<file path="src/rtl/sclib_tmr_hsk_tx.sv">
// sclib_tmr_hsk_tx -- four-phase handshake transmitter with triple-modular
// redundant control state.
//
// A single-cycle PIN request in IDLE latches DIN onto DOUT and raises REQ.
// The remote side answers on ACK (asynchronous). REQ drops once the
// synchronized ACK is seen high, and BUSY drops once it is seen low again.
// ACK passes through three independent synchronizer chains. The FSM state is
// held in three copies. Both are majority-voted. All copies reload the voted
// next state every cycle, so a single upset is scrubbed within one cycle.
//
// Ports
//   CLK   in   sole clock, posedge
//   SRB   in   async active-low reset
//   PIN   in   single-cycle transfer request
//   DIN   in   [DW] payload, sampled when PIN is accepted
//   ACK   in   remote acknowledge, asynchronous
//   REQ   out  four-phase request level
//   DOUT  out  [DW] payload, held from acceptance until the next acceptance
//   BUSY  out  handshake in progress
//   DROP  out  one-cycle pulse, PIN rejected while busy
//   ERR   out  one-cycle pulse, redundant copy disagreement or illegal state
module sclib_tmr_hsk_tx #(
  parameter int DW    = 8,
  parameter int SYNCC = 2
) (
  input  logic          CLK,
  input  logic          SRB,
  input  logic          PIN,
  input  logic [DW-1:0] DIN,
  input  logic          ACK,
  output logic          REQ,
  output logic [DW-1:0] DOUT,
  output logic          BUSY,
  output logic          DROP,
  output logic          ERR
);

  typedef enum logic [1:0] {
    IDLE    = 2'b00,
    ASSERT  = 2'b01,
    RELEASE = 2'b10,
    ILLEGAL = 2'b11
  } state_t;

  // ---------------------------------------------------------------- ACK sync
  (* dont_touch = "true" *) logic [SYNCC-1:0] sync_a;
  (* dont_touch = "true" *) logic [SYNCC-1:0] sync_b;
  (* dont_touch = "true" *) logic [SYNCC-1:0] sync_c;

  always_ff @(posedge CLK or negedge SRB) begin
    if (!SRB) begin
      sync_a <= '0;
      sync_b <= '0;
      sync_c <= '0;
    end else begin
      sync_a <= {sync_a[SYNCC-2:0], ACK};
      sync_b <= {sync_b[SYNCC-2:0], ACK};
      sync_c <= {sync_c[SYNCC-2:0], ACK};
    end
  end

  logic ack_a, ack_b, ack_c, acks;
  logic ack_stable, ack_err;

  assign ack_a = sync_a[SYNCC-1];
  assign ack_b = sync_b[SYNCC-1];
  assign ack_c = sync_c[SYNCC-1];
  assign acks  = (ack_a & ack_b) | (ack_a & ack_c) | (ack_b & ack_c);

  // A chain whose stages all agree has seen the same ACK for SYNCC cycles.
  // Only then is a last-stage mismatch a real fault; otherwise it is just one
  // chain resolving a transition a cycle earlier or later than the others.
  assign ack_stable = ((sync_a == '0) || (sync_a == '1)) &&
                      ((sync_b == '0) || (sync_b == '1)) &&
                      ((sync_c == '0) || (sync_c == '1));
  assign ack_err    = ack_stable &&
                      ((ack_a != acks) || (ack_b != acks) || (ack_c != acks));

  // ------------------------------------------------------------- TMR state
  (* dont_touch = "true" *) logic [1:0] st_a;
  (* dont_touch = "true" *) logic [1:0] st_b;
  (* dont_touch = "true" *) logic [1:0] st_c;

  logic [1:0] st_vote;
  state_t     st_v, st_nx;
  logic       accept, drop_nx, st_bad, copy_err, err_nx;

  assign st_vote  = (st_a & st_b) | (st_a & st_c) | (st_b & st_c);
  assign st_v     = state_t'(st_vote);
  assign copy_err = (st_a != st_vote) || (st_b != st_vote) || (st_c != st_vote);
  assign err_nx   = copy_err | ack_err | st_bad;

  // Every copy reloads the voted next state, which scrubs a flipped copy.
  always_ff @(posedge CLK or negedge SRB) begin
    if (!SRB) begin
      st_a <= IDLE;
      st_b <= IDLE;
      st_c <= IDLE;
    end else begin
      st_a <= st_nx;
      st_b <= st_nx;
      st_c <= st_nx;
    end
  end

  always_comb begin
    st_nx   = IDLE;
    accept  = 1'b0;
    drop_nx = 1'b0;
    st_bad  = 1'b0;
    case (st_v)
      IDLE: begin
        // ACKS high here is a remote protocol violation and is ignored.
        if (PIN) begin
          st_nx  = ASSERT;
          accept = 1'b1;
        end
      end
      ASSERT: begin
        st_nx   = acks ? RELEASE : ASSERT;
        drop_nx = PIN;
      end
      RELEASE: begin
        st_nx   = acks ? RELEASE : IDLE;
        drop_nx = PIN;
      end
      default: begin
        st_nx   = IDLE;
        st_bad  = 1'b1;
        drop_nx = PIN;
      end
    endcase
  end

  // ------------------------------------------------------ registered outputs
  // REQ and BUSY are decoded from the next state, so they change on the same
  // edge as the state itself.
  always_ff @(posedge CLK or negedge SRB) begin
    if (!SRB) begin
      REQ  <= 1'b0;
      BUSY <= 1'b0;
      DOUT <= '0;
      DROP <= 1'b0;
      ERR  <= 1'b0;
    end else begin
      REQ  <= (st_nx == ASSERT);
      BUSY <= (st_nx != IDLE);
      if (accept) DOUT <= DIN;
      DROP <= drop_nx;
      ERR  <= err_nx;
    end
  end

endmodule

</file>
<file path="config.mk">
export PLATFORM = sky130hd
export DESIGN_NAME = sclib_tmr_hsk_tx
export DESIGN_NICKNAME = d
export VERILOG_FILES = /design/src/rtl/sclib_tmr_hsk_tx.sv
export SDC_FILE = /design/constraint.sdc
export NUM_CORES = 1
export LEC_CHECK = 0
export BUFFER_PORTS_ARGS = -buffer_cell sky130_fd_sc_hd__buf_4
export CAP_MARGIN = 15
export CELL_PAD_IN_SITES_DETAIL_PLACEMENT = 0
export CELL_PAD_IN_SITES_GLOBAL_PLACEMENT = 1
export CORE_MARGIN = 2
export CORE_UTILIZATION = 35
export DETAILED_ROUTE_END_ITERATION = 16
export PLACE_DENSITY_LB_ADDON = 0.15
export SKIP_LAST_GASP = 1
export SLEW_MARGIN = 15
export SYNTH_ARGS = -nofsm -noshare
export SYNTH_HDL_FRONTEND = slang
export SYNTH_SLANG_ARGS = --single-unit
</file>
<file path="constraint.sdc">
create_clock -name CLK -period 1.8 [get_ports CLK]
set_input_delay 0.45 -clock CLK [delete_from_list [all_inputs] [get_ports CLK]]
set_output_delay 0.45 -clock CLK [all_outputs]
set_load 0.05 [all_outputs]
</file>
== Yosys cells after proc, flatten, opt, wreduce, memory -nomap -nowiden ==
Cells that the tools add are included.

* Reductions and logical operators: 14
* Multiplexer cells: 8
* Equal/unequal tests: 10
* Bitwise operators: 10

{| class="wikitable"
|+ Operators by type and width
! cell !! number
|-
| $eq A2 B2 Y1 const B || 4
|-
| $logic_not A2 Y1 || 4
|-
| $pmux W2 S3 || 1
|-
| $logic_or A1 B1 Y1 || 5
|-
| $mux W1 || 5
|-
| $eq A2 B1 Y1 const B || 2
|-
| $mux W2 || 2
|-
| $or A1 B1 Y1 || 4
|-
| $or A2 B2 Y2 || 2
|-
| $and A1 B1 Y1 || 3
|-
| $logic_and A1 B1 Y1 || 3
|-
| $ne A1 B1 Y1 || 3
|-
| $reduce_or A3 Y1 || 1
|-
| $and A2 B2 Y2 || 1
|-
| $ne A2 B2 Y1 || 1
|-
| $reduce_bool A2 Y1 || 1
|}

* Register bits after elaboration: 20
* Word-level logic and storage cells: 51
* Output and inout bits: 12
* Input bits: 12

== Depth between registers and ports, before layout ==
Gate-level depths: netlist (run 1).

* Depth in word-level cells: 9
* Depth in mapped cells: 3
* Depth with buffers taken out: 2

== Worst setup path before layout (run 1) ==
OpenSTA, ideal clock, no wires.

* Kind: reg-to-reg
* From: register st_c[1]
* To: register DOUT[0]
* Setup time: 125 ps
* Path buffers: 1
* Arrival: 1186 ps
* Cell stages (with the launch flop): 4
* Data required time: 1675 ps
* Setup slack: 489 ps
* Period minus slack after synthesis: 1311 ps
* Cells stage by stage: dfrtp_1 > buf_6 > nor3b_4 > mux2_2

* Longest elaborated chain between the ends: 5

{| class="wikitable"
|+ Ends and longest elaborated chain
! item !! RTL line !! source
|-
| start, declared || 82 || <nowiki>(* dont_touch = "true" *) logic [1:0] st_c;</nowiki>
|-
| start signal, assigned || 102 || <nowiki>st_c <= st_nx;</nowiki>
|-
| $and A2 B2 Y2 * || 88 || <nowiki>assign st_vote = (st_a & st_b) | (st_a & st_c) | (st_b & st_c);</nowiki>
|-
| $or A2 B2 Y2 || 88 ||
|-
| $or A2 B2 Y2 * || 88 ||
|-
| $logic_not A2 Y1 * || 111 || <nowiki>case (st_v)</nowiki>
|-
| $mux W1 * || 111 ||
|-
| end signal, assigned || 142 || <nowiki>DOUT <= '0;</nowiki>
|-
| end signal, assigned || 148 || <nowiki>if (accept) DOUT <= DIN;</nowiki>
|-
| end, declared || 32 || <nowiki>output logic [DW-1:0] DOUT,</nowiki>
|}

Every way passes the cells marked *; elsewhere a longest branch is shown, timed or not.
A chain may end at the register's enable or synchronous reset.

== Worst setup path after layout (run 1) ==
Same ends and word-level chain as after synthesis.

==> summary.txt, run 1 <==
Synthesis
  • Mapped Cells: 38
  • Ys flop type: dfrtp_1
  • Area contributors post-synth: dfrtp_1 (68%), mux2_2 (15%), nor3b_4 (3.2%), and2_1 (2.1%), nand2b_1 (2.1%)
  • Ys Warns: 0
  • Syn avg cell area: 15.61 um^2
  • Dominant cell type by area after synthesis: dfrtp_1
  • Synthesized cell area: roughly 590 um^2
  • Post-synth ARST share: 100.0%
  • Syn Nets: 50
  • Register bit total from synthesis: 16
  • Number of flops mapped to enable cells by yosys: 0
  • Top-area cell type share of the netlist area: 67.51%
  • Synth unique cells: 13
  • Seq/Total Area, Yosys: between 60% and 70%
  • Most frequent cell after synthesis: dfrtp_1
  • Most frequent cells after synthesis: dfrtp_1 (16), mux2_2 (8), a21oi_1 (2), and2_1 (2), nand2b_1 (2)

Cells and area
  • FF+latch area: approximately 400 um^2
  • Total Nets Final: 77
  • Layout cell share with drive strength beyond 1: 56.25%
  • Area grow syn2layout: 37.13%
  • Antenna cell count: 0
  • Multi-input gate area: 173.9 um^2
  • Filler instances: roughly 140
  • Post-route cell area: 813.3 um^2

Drt
  • Drt initial violations: 1
  • Avg Vias per Cell: 4.825
  • Total number of vias: 386
  • DRC: 0
  • Drt first pass iters: 4
  • WL final: 944 um
  • WL per Instance: 11.80 um
  • Antenna Nets Post-Route: 0

Die
  • Num ports: 24
  • Core ar.: 0.001541 mm^2
  • Die area: 0.002040 mm^2
  • Row cnt: 14
  • Die height: 45.17 um
  • Initial Util: 38.47%
  • Die width: 45.17 um

Timing
  • Setup violations, final: 0
  • Slew @ Worst Pin: 421.8 ps
  • Tmin final: 1438 ps
  • Unrepaired setup endpoints after global routing: no
  • Period Utilization, post-route: 79.87%
  • Slew headroom: 71.85%
  • Fin. max-slew vios: 0
  • Worst Skew: 6.575 ps
  • Setup_tns: 0 ps
  • Fmax achieved: a little under 700 MHz
  • Final Hold Vio Count: 0

Hold path
  • Worst Hold Launch: ACK
  • Hold path depth: 1
  • Hold Crit Class: input pin to register

Setup path
  • R2r startpoint: st_c[1]$_DFF_PN0_
  • CP max stage cell: dfrtp_1
  • Bufs and invs on worst path: 0
  • Startpoint Class: register
  • Crit Path Max Fanout: 8
  • CP top delay family: flip-flops
  • Register-to-Register Path Depth: 2
  • CP Data Arrival Time: 1600 ps
  • Worst EP required: 1960 ps
  • Worst path depth: 2
  • Crit path from: st_c[1]$_DFF_PN0_
  • Crit Path Class: register to register
  • CP endpoint kind: register
  • Crit-path max cell delay: 490 ps
  • Cells along the critical path: nor3b_4 -> mux2_2

Clock tree
  • Clock insertion delay at the later pin of the skew report: 280 ps
  • CTS max path bufs: 2
  • Clock Sinks: 16
  • CTS H-tree depth: 1
  • CTS Buf Count: 3
  • Clock-pin slew on the worst setup and hold paths: 90 ps
  • Post CTS Setup Buffer Count: 0
  • Root Driver: clkbuf_4
  • CTS tree: done

Placement
  • IO Port Bufs: 23
  • Placed wire-length estimate: around 700 um
  • Cell Area, Placed: between 700 and 800 um^2
  • GPL Wtd Cong: ~0.74

Global routing
  • Tot GR Track Use: 10.14%
  • Global-route wire length before repair: between 1 and 1.5 mm
  • Largest net degree at the start of global routing: 17
  • Antenna violations before repair: 0
  • Vias in the first global route: between 300 and 400
  • Total gr overflow: 0

Run
  • MaxCap Viol Count: 0

Outcome
  • Status: completed
-- sequential cells by signal (all words and copies together) (netlist names) --
signal and cells:
DOUT 8, st_c 2, BUSY 1, DROP 1, ERR 1, REQ 1, sync_a 1, sync_c 1
-- kinds of logic (layout without fill, tap and decap cells) --
kind of cell | after synthesis | count (layout) | synth area share [%]
multiplexers | 8 | 8 | 15.19
AND/OR/NAND/NOR | 7 | 7 | 8.648
buffers and inverters | 2 | 28 | 3.165
XOR/XNOR | 1 | 1 | 1.477
AO/OA/AOI/OAI | 4 | 4 | 4.010
flip-flops | 16 | 16 | 67.51
-- layer usage --
| metal | vias to the layer above | part of all wire [%] | global-route usage (%) | wire [um] |
|---|---|---|---|---|
| met5 | - | 0 | 0 | 0 |
| met4 | 0 | 0.85 | 7.059 | 8 |
| met3 | 2 | 7.1 | 3.600 | 67 |
| met2 | 17 | 51 | 15.71 | 484 |
| met1 | 186 | 41 | 11.60 | 383 |
| li1 | 181 | - | - | - |
-- through the flow --
stage                     util (%)  hold slack, ps  cells  worst slack (ps)
after floorplan                  -           154.4     38             489.1
after global placement       49.76           320.8     75             342.8
after detailed placement     49.76           316.7     75             327.7
after CTS                    52.11           7.457     79             355.0
after global routing         52.76           256.5     80             305.4
final                        52.76           270.4     80             362.3
-- worst paths after layout --
path / endpoint / slack, ps
max in group asynchronous: DOUT[1]$_DFFE_PN0P_ / 1050
min in group asynchronous: sync_a[1]$_DFF_PN0_ / 570
hold reg to reg: sync_a[1]$_DFF_PN0_ / 360
hold / removal: sync_c[0]$_DFF_PN0_ / 270
setup reg to reg: DOUT[0]$_DFFE_PN0P_ / 360
setup / recovery: DOUT[0]$_DFFE_PN0P_ / 360
-- timing repair --
item / in CTS / in global routing
gates resized for setup: 0 / 0
hold buffers: 0 / 1
endpoints found under the hold margin: 0 / 4
-- cell usage in the layout, fill, tap and decap left out, types with 2 or more instances in the layout --
cell and count:
buf_4 23, a21oi_1 2, nand2b_1 2, clkbuf_4 3, and2_1 2, dfrtp_1 16, mux2_2 8
-- area by class of cell --
class                   instances  area share (%)
clock buffers                   4           4.462
repair buffers                 24           22.46
flip-flops and latches         16           49.23
well taps                      16           2.462
multi-input cells              20           21.38
Power of run 1 is not shown: default switching activity piles up to over one toggle a cycle in this logic, so the estimate is an artifact.
==> inputs of run 2 (changes only) <==
--- a/config.mk
+++ b/config.mk
@@ -10,7 +10,7 @@
 export CELL_PAD_IN_SITES_DETAIL_PLACEMENT = 0
 export CELL_PAD_IN_SITES_GLOBAL_PLACEMENT = 1
 export CORE_MARGIN = 2
-export CORE_UTILIZATION = 35
+export CORE_UTILIZATION = 31
 export DETAILED_ROUTE_END_ITERATION = 16
 export PLACE_DENSITY_LB_ADDON = 0.15
 export SKIP_LAST_GASP = 1
==> constraint.sdc (replaced) <==
create_clock -name CLK -period 1.3 [get_ports CLK]
set_input_delay 0.325 -clock CLK [delete_from_list [all_inputs] [get_ports CLK]]
set_output_delay 0.325 -clock CLK [all_outputs]
set_load 0.05 [all_outputs]
==> run 2 against run 1 <==
Count of clock-buffer cells in the layout stayed put. Register-to-register slack got worse by 280 ps. Non-clock buffer count rose by 4. Critical path depth grew 1. Maximum frequency up 18%. Wire length down 0.95%. Worst setup slack worse by 280 ps. Global-route usage down 1.3 points. Sequential share of layout area decreased by 2.4 points. Utilization shrank 4.3 points. Die area up 12%. Via count is 1.6% lower. Critical path type unchanged. Critical endpoint is now DOUT[3]$_DFFE_PN0P_. Highest routed layer is now met3.
==> summary.txt, run 2 (synthesis gave the netlist of run 1 again) <==
Setup path
  • Startpoint Class: register (unchanged)
  • Crit Path Max Fanout: 4 (was 8)
  • CP max stage cell: dfrtp_1 (unchanged)
  • CP endpoint kind: register (unchanged)
  • Crit Path Class: register to register (unchanged)
  • R2r startpoint: st_c[1]$_DFF_PN0_ (unchanged)
  • Cells along the critical path: nor3b_4 -> buf_4 -> mux2_2 (was nor3b_4 -> mux2_2)
  • Crit path from: st_c[1]$_DFF_PN0_ (unchanged)
  • Worst EP required: 1470 ps (was 1960 ps)
  • Register-to-Register Path Depth: 3 (was 2)
  • Crit-path max cell delay: 420 ps (was 490 ps)
  • CP Data Arrival Time: 1380 ps (was 1600 ps)

Drt
  • Drt first pass iters: 4 (unchanged)
  • Drt initial violations: 3 (was 1)
  • Avg Vias per Cell: 4.086 (was 4.825)
  • WL per Instance: 10.05 um (was 11.80 um)
  • WL final: 935 um (was 944 um)
  • Antenna Nets Post-Route: 0 (unchanged)
  • DRC: 0 (unchanged)
  • Total number of vias: 380 (was 386)

Timing
  • Fmax achieved: 821.8 MHz (was 695.6 MHz)
  • Unrepaired setup endpoints after global routing: no (unchanged)
  • Period Utilization, post-route: 93.60% (was 79.87%)
  • Slew headroom: 86.55% (was 71.85%)
  • Final Hold Vio Count: 0 (unchanged)
  • Setup violations, final: 0 (unchanged)
  • Worst Skew: 5.150 ps (was 6.575 ps)
  • Fin. max-slew vios: 0 (unchanged)
  • Worst hold margin: 150.5 ps (was 270.4 ps)
  • Slew @ Worst Pin: 201.7 ps (was 421.8 ps)
  • Tmin final: 1217 ps (was 1438 ps)

Cells and area
  • Area grow syn2layout: 44.09% (was 37.13%)
  • Core Util, Final: 48.44% (was 52.76%)
  • Total Nets Final: 81 (was 77)
  • Most frequent cells in the layout: buf_4 (27), dfrtp_1 (16), mux2_2 (8) (was buf_4 (23), dfrtp_1 (16), mux2_2 (8))
  • Multi-input gate area: 173.9 um^2 (unchanged)
  • Commonest non-fill, non-tap cell in the layout: buf_4 (unchanged)
  • Most flop-heavy register: DOUT (unchanged)
  • Filler instances: 173 (was 136)
  • Largest regs: DOUT (8), st_c (2) (unchanged)
  • Number of flip-flops in the largest register: 8 (unchanged)
  • Layout cell share with drive strength beyond 1: 58.82% (was 56.25%)
  • Antenna cell count: 0 (unchanged)
  • FF+latch area: 400.4 um^2 (unchanged)

Hold path
  • Worst Hold Launch: ACK (unchanged)
  • Hold Crit Class: input pin to register (unchanged)
  • Hold path depth: 1 (unchanged)

Die
  • Die width: 47.74 um (was 45.17 um)
  • Die area: 0.002279 mm^2 (was 0.002040 mm^2)
  • Num ports: 24 (unchanged)
  • Core ar.: 0.001764 mm^2 (was 0.001541 mm^2)
  • Row cnt: 15 (was 14)
  • Die height: 47.74 um (was 45.17 um)
  • Initial Util: 33.62% (was 38.47%)

Clock tree
  • CTS H-tree depth: 1 (unchanged)
  • CTS tree: done (unchanged)
  • CTS Buf Count: 3 (unchanged)
  • Root Driver: clkbuf_4 (unchanged)
  • Clock Sinks: 16 (unchanged)
  • Post_cts resized: 0 (unchanged)
  • Clock insertion delay at the later pin of the skew report: 280 ps (about the same)
  • CTS max path bufs: 2 (unchanged)
  • Clock-pin slew on the worst setup and hold paths: 90 ps (about the same)

Placement
  • GPL Wtd Cong: 0.6409 (was 0.7380)
  • Placed wire-length estimate: 718.8 um (was 704.7 um)
  • IO Port Bufs: 23 (unchanged)

Global routing
  • Global-route wire length before repair: 1.324 mm (was 1.373 mm)
  • Total gr overflow: 0 (unchanged)
  • Largest net degree at the start of global routing: 17 (unchanged)
  • Vias in the first global route: 305 (was 335)
  • Antenna violations before repair: 0 (unchanged)
  • Tot GR Track Use: 8.885% (was 10.14%)

Run
  • MaxCap Viol Count: 0 (unchanged)

Outcome
  • Status: completed (unchanged)
-- run 2: cell count changes in the layout (fill, tap and decap cells not counted) --
cell | before | now
buf_4 | 23 | 27
-- run 2: final timing paths --
kind	endpoint	slack [ps]
min in group asynchronous	DOUT[2]$_DFFE_PN0P_	440
max reg2reg	DOUT[3]$_DFFE_PN0P_	80
min	sync_c[0]$_DFF_PN0_	150
max in group asynchronous	sync_a[1]$_DFF_PN0_	690
min reg2reg	sync_a[1]$_DFF_PN0_	360
max	DOUT[3]$_DFFE_PN0P_	80
-- run 2: layer usage --
layer	GRT usage, %	wire [um]	share of wire, %	vias up
met5	0	0	0	-
met3	3.396	73	7.8	0
met4	6.486	0	0	0
met2	12.27	412	44	17
met1	11.24	449	48	174
li1	-	-	-	189
-- run 2: cell type report --
| type | count | share of cell area, % |
|---|---|---|
| clock buffers | 4 | 4.246 |
| repair buffers | 28 | 24.89 |
| multi-input cells | 20 | 20.35 |
| flip-flops and latches | 16 | 46.85 |
| well taps | 25 | 3.660 |
-- run 2: critical path: cells and delay by family (launching register included) --
family	cells	cell delay (ps)
and+or+nand+nor	1	210
DFF	1	420
buffers and inverters	1	160
muxes	1	320
-- run 2: metrics by stage --
step	TNS (ps)	setup slack, ps	cells	cell area (um^2)
after floorplan	-86.97	-10.87	38	593.1
after global placement	0	74.08	88	808.3
after detailed placement	0	76.66	88	808.3
after CTS	0	66.44	93	854.6
after global routing	0	27.98	93	854.6
final	0	83.18	93	854.6
-- run 2: what timing repair did --
action / CTS / global route
buffers inserted: 0 / 0
hold buffers: 1 / 0
endpoints found under the hold margin: 16 / 0
Power of run 2 is left out for the same reason.
==> inputs of run 3 (changes only) <==
--- a/config.mk
+++ b/config.mk
@@ -12,7 +12,7 @@
 export CORE_MARGIN = 2
 export CORE_UTILIZATION = 31
 export DETAILED_ROUTE_END_ITERATION = 16
-export PLACE_DENSITY_LB_ADDON = 0.15
+export PLACE_DENSITY_LB_ADDON = 0.1
 export SKIP_LAST_GASP = 1
 export SLEW_MARGIN = 15
 export SYNTH_ARGS = -nofsm -noshare
==> constraint.sdc (replaced) <==
create_clock -name CLK -period 1.3 [get_ports CLK]
set_input_delay 0.065 -clock CLK [delete_from_list [all_inputs] [get_ports CLK]]
set_output_delay 0.065 -clock CLK [all_outputs]
set_load 0.05 [all_outputs]
==> run 3 against run 2 <==
Cell count did not move. Via count grew 2.1%. Critical path type unchanged. Sequential share of layout area increased by 0.21 points. Global-route usage fell by 1.1 points. Register-to-register slack is essentially flat. Utilization is 0.21 points lower. Worst hold slack worse by 130 ps. Flip-flop and latch count is the same. Critical path depth did not move. First-iteration DRC count grew 33%. Critical endpoint is now DOUT[5]$_DFFE_PN0P_.
==> summary.txt, run 3 (synthesis gave the netlist of run 1 again) <==
Outcome
  • Status: completed (unchanged)

Setup path
  • CP Data Arrival Time: 1370 ps (was 1380 ps)
  • Register-to-Register Path Depth: 3 (unchanged)
  • Worst EP required: 1460 ps (was 1470 ps)
  • Cells along the critical path: nor3b_4 -> buf_4 -> mux2_2 (unchanged)
  • CP endpoint kind: register (unchanged)
  • Crit Path Max Fanout: 4 (unchanged)
  • Startpoint Class: register (unchanged)
  • CP max stage cell: dfrtp_1 (unchanged)
  • Crit-path max cell delay: 410 ps (was 420 ps)
  • Crit Path Class: register to register (unchanged)

Clock tree
  • Clock-pin slew on the worst setup and hold paths: 80 ps (was 90 ps)
  • Clock Sinks: 16 (unchanged)
  • Root Driver: clkbuf_4 (unchanged)
  • CTS max path bufs: 2 (unchanged)
  • Post_cts resized: 0 (unchanged)
  • CTS tree: done (unchanged)
  • Clock insertion delay at the later pin of the skew report: 270 ps (was 280 ps)
  • CTS Buf Count: 3 (unchanged)
  • Post-CTS Hold Fix Bufs: 2 (was 1)
  • CTS H-tree depth: 1 (unchanged)
  • Post CTS Setup Buffer Count: 0 (unchanged)

Timing
  • Final setup margin: 89.17 ps (was 83.18 ps)
  • Unrepaired setup endpoints after global routing: no (unchanged)
  • Tmin final: 1211 ps (was 1217 ps)
  • Slew headroom: 86.96% (was 86.55%)
  • Period Utilization, post-route: 93.14% (was 93.60%)
  • Worst Skew: 1.257 ps (was 5.150 ps)
  • Fmax achieved: 825.9 MHz (was 821.8 MHz)
  • Setup violations, final: 0 (unchanged)
  • Slew @ Worst Pin: 195.6 ps (was 201.7 ps)
  • Final Hold Vio Count: 0 (unchanged)
  • Fin. max-slew vios: 0 (unchanged)
  • Worst hold margin: 20.57 ps (was 150.5 ps)

Cells and area
  • Largest regs: DOUT (8), st_c (2) (unchanged)
  • Most frequent cells in the layout: buf_4 (27), dfrtp_1 (16), mux2_2 (8) (unchanged)
  • Area grow syn2layout: 43.46% (was 44.09%)
  • Post-route cell area: 850.8 um^2 (was 854.6 um^2)
  • Antenna cell count: 0 (unchanged)
  • Filler instances: 179 (was 173)
  • Layout cell share with drive strength beyond 1: 57.35% (was 58.82%)
  • Number of flip-flops in the largest register: 8 (unchanged)
  • Commonest non-fill, non-tap cell in the layout: buf_4 (unchanged)
  • Most flop-heavy register: DOUT (unchanged)
  • FF+latch area: 400.4 um^2 (unchanged)
  • Total Nets Final: 82 (was 81)
  • Multi-input gate area: 173.9 um^2 (unchanged)

Placement
  • Cell Area, Placed: 808.3 um^2 (unchanged)
  • IO Port Bufs: 23 (unchanged)
  • Dpl ws: 88.48 ps (was 76.66 ps)
  • GPL Wtd Cong: 0.6505 (was 0.6409)

Global routing
  • Vias in the first global route: 292 (was 305)
  • Tot GR Track Use: 7.758% (was 8.885%)
  • Antenna violations before repair: 0 (unchanged)
  • Global-route wire length before repair: 1.193 mm (was 1.324 mm)
  • Total gr overflow: 0 (unchanged)
  • Largest net degree at the start of global routing: 17 (unchanged)

Hold path
  • Hold Crit Class: input pin to register (unchanged)
  • Hold path depth: 2 (was 1)

Drt
  • Avg Vias per Cell: 4.172 (was 4.086)
  • Antenna Nets Post-Route: 0 (unchanged)
  • Drt first pass iters: 2 (was 4)
  • Drt initial violations: 4 (was 3)
  • Total number of vias: 388 (was 380)
  • WL final: 908 um (was 935 um)
  • DRC: 0 (unchanged)
  • WL per Instance: 9.763 um (was 10.05 um)

Die
  • Die area: 0.002279 mm^2 (unchanged)
  • Num ports: 24 (unchanged)
  • Row cnt: 15 (unchanged)
  • Die width: 47.74 um (unchanged)
  • Core ar.: 0.001764 mm^2 (unchanged)
  • Die height: 47.74 um (unchanged)
  • Initial Util: 33.62% (unchanged)

Run
  • MaxCap Viol Count: 0 (unchanged)
run 3: cell types whose count changed in the layout (fill, tap and decap cells not counted):
| cell | delta |
|---|---|
| dlygate4sd3_1 | +1 |
| clkbuf_8 | -1 |
run 3: per-layer routing:
metal	global-route usage [%]	part of all wire [%]	up-vias	wire length [um]
met5	0	0	-	0
met4	3.243	0	0	0
met3	3.396	8.7	0	79
met2	11.73	49	18	449
met1	9.670	42	181	378
li1	-	-	189	-
run 3: path summary, 6_finish.rpt:
path                                      from                  end  slack, ps
max reg2reg                  st_c[1]$_DFF_PN0_  DOUT[5]$_DFFE_PN0P_         90
min in group asynchronous                  SRB  DOUT[4]$_DFFE_PN0P_        180
max                          st_c[1]$_DFF_PN0_  DOUT[5]$_DFFE_PN0P_         90
max in group asynchronous                  SRB  sync_c[0]$_DFF_PN0_        950
min                                     DIN[3]  DOUT[3]$_DFFE_PN0P_         20
min reg2reg                sync_c[0]$_DFF_PN0_  sync_a[1]$_DFF_PN0_        360
run 3: worst max-delay path: cells and delay by family, from the launching register on:
kind                   cells  cell delay [ps]
buffers and inverters      1              160
muxes                      1              320
and+or+nand+nor            1              210
DFF                        1              410
run 3: final cells by class:
class / count / share of cell area [%]
Clock buffer: 3 / 2.647
Multi-Input combinational cell: 20 / 20.44
Sequential cell: 16 / 47.06
Tap cell: 25 / 3.676
Timing Repair Buffer: 29 / 26.18
run 3: stage by stage:
stage | setup TNS (ps) | utilization, % | cells
2_1_floorplan | -86.97 | - | 38
3_3_place_gp | 0 | 45.82 | 88
3_5_place_dp | 0 | 45.82 | 88
4_1_cts | 0 | 48.23 | 93
5_1_grt | 0 | 48.23 | 93
6_report | 0 | 48.23 | 93
Power of run 3 is left out for the same reason.
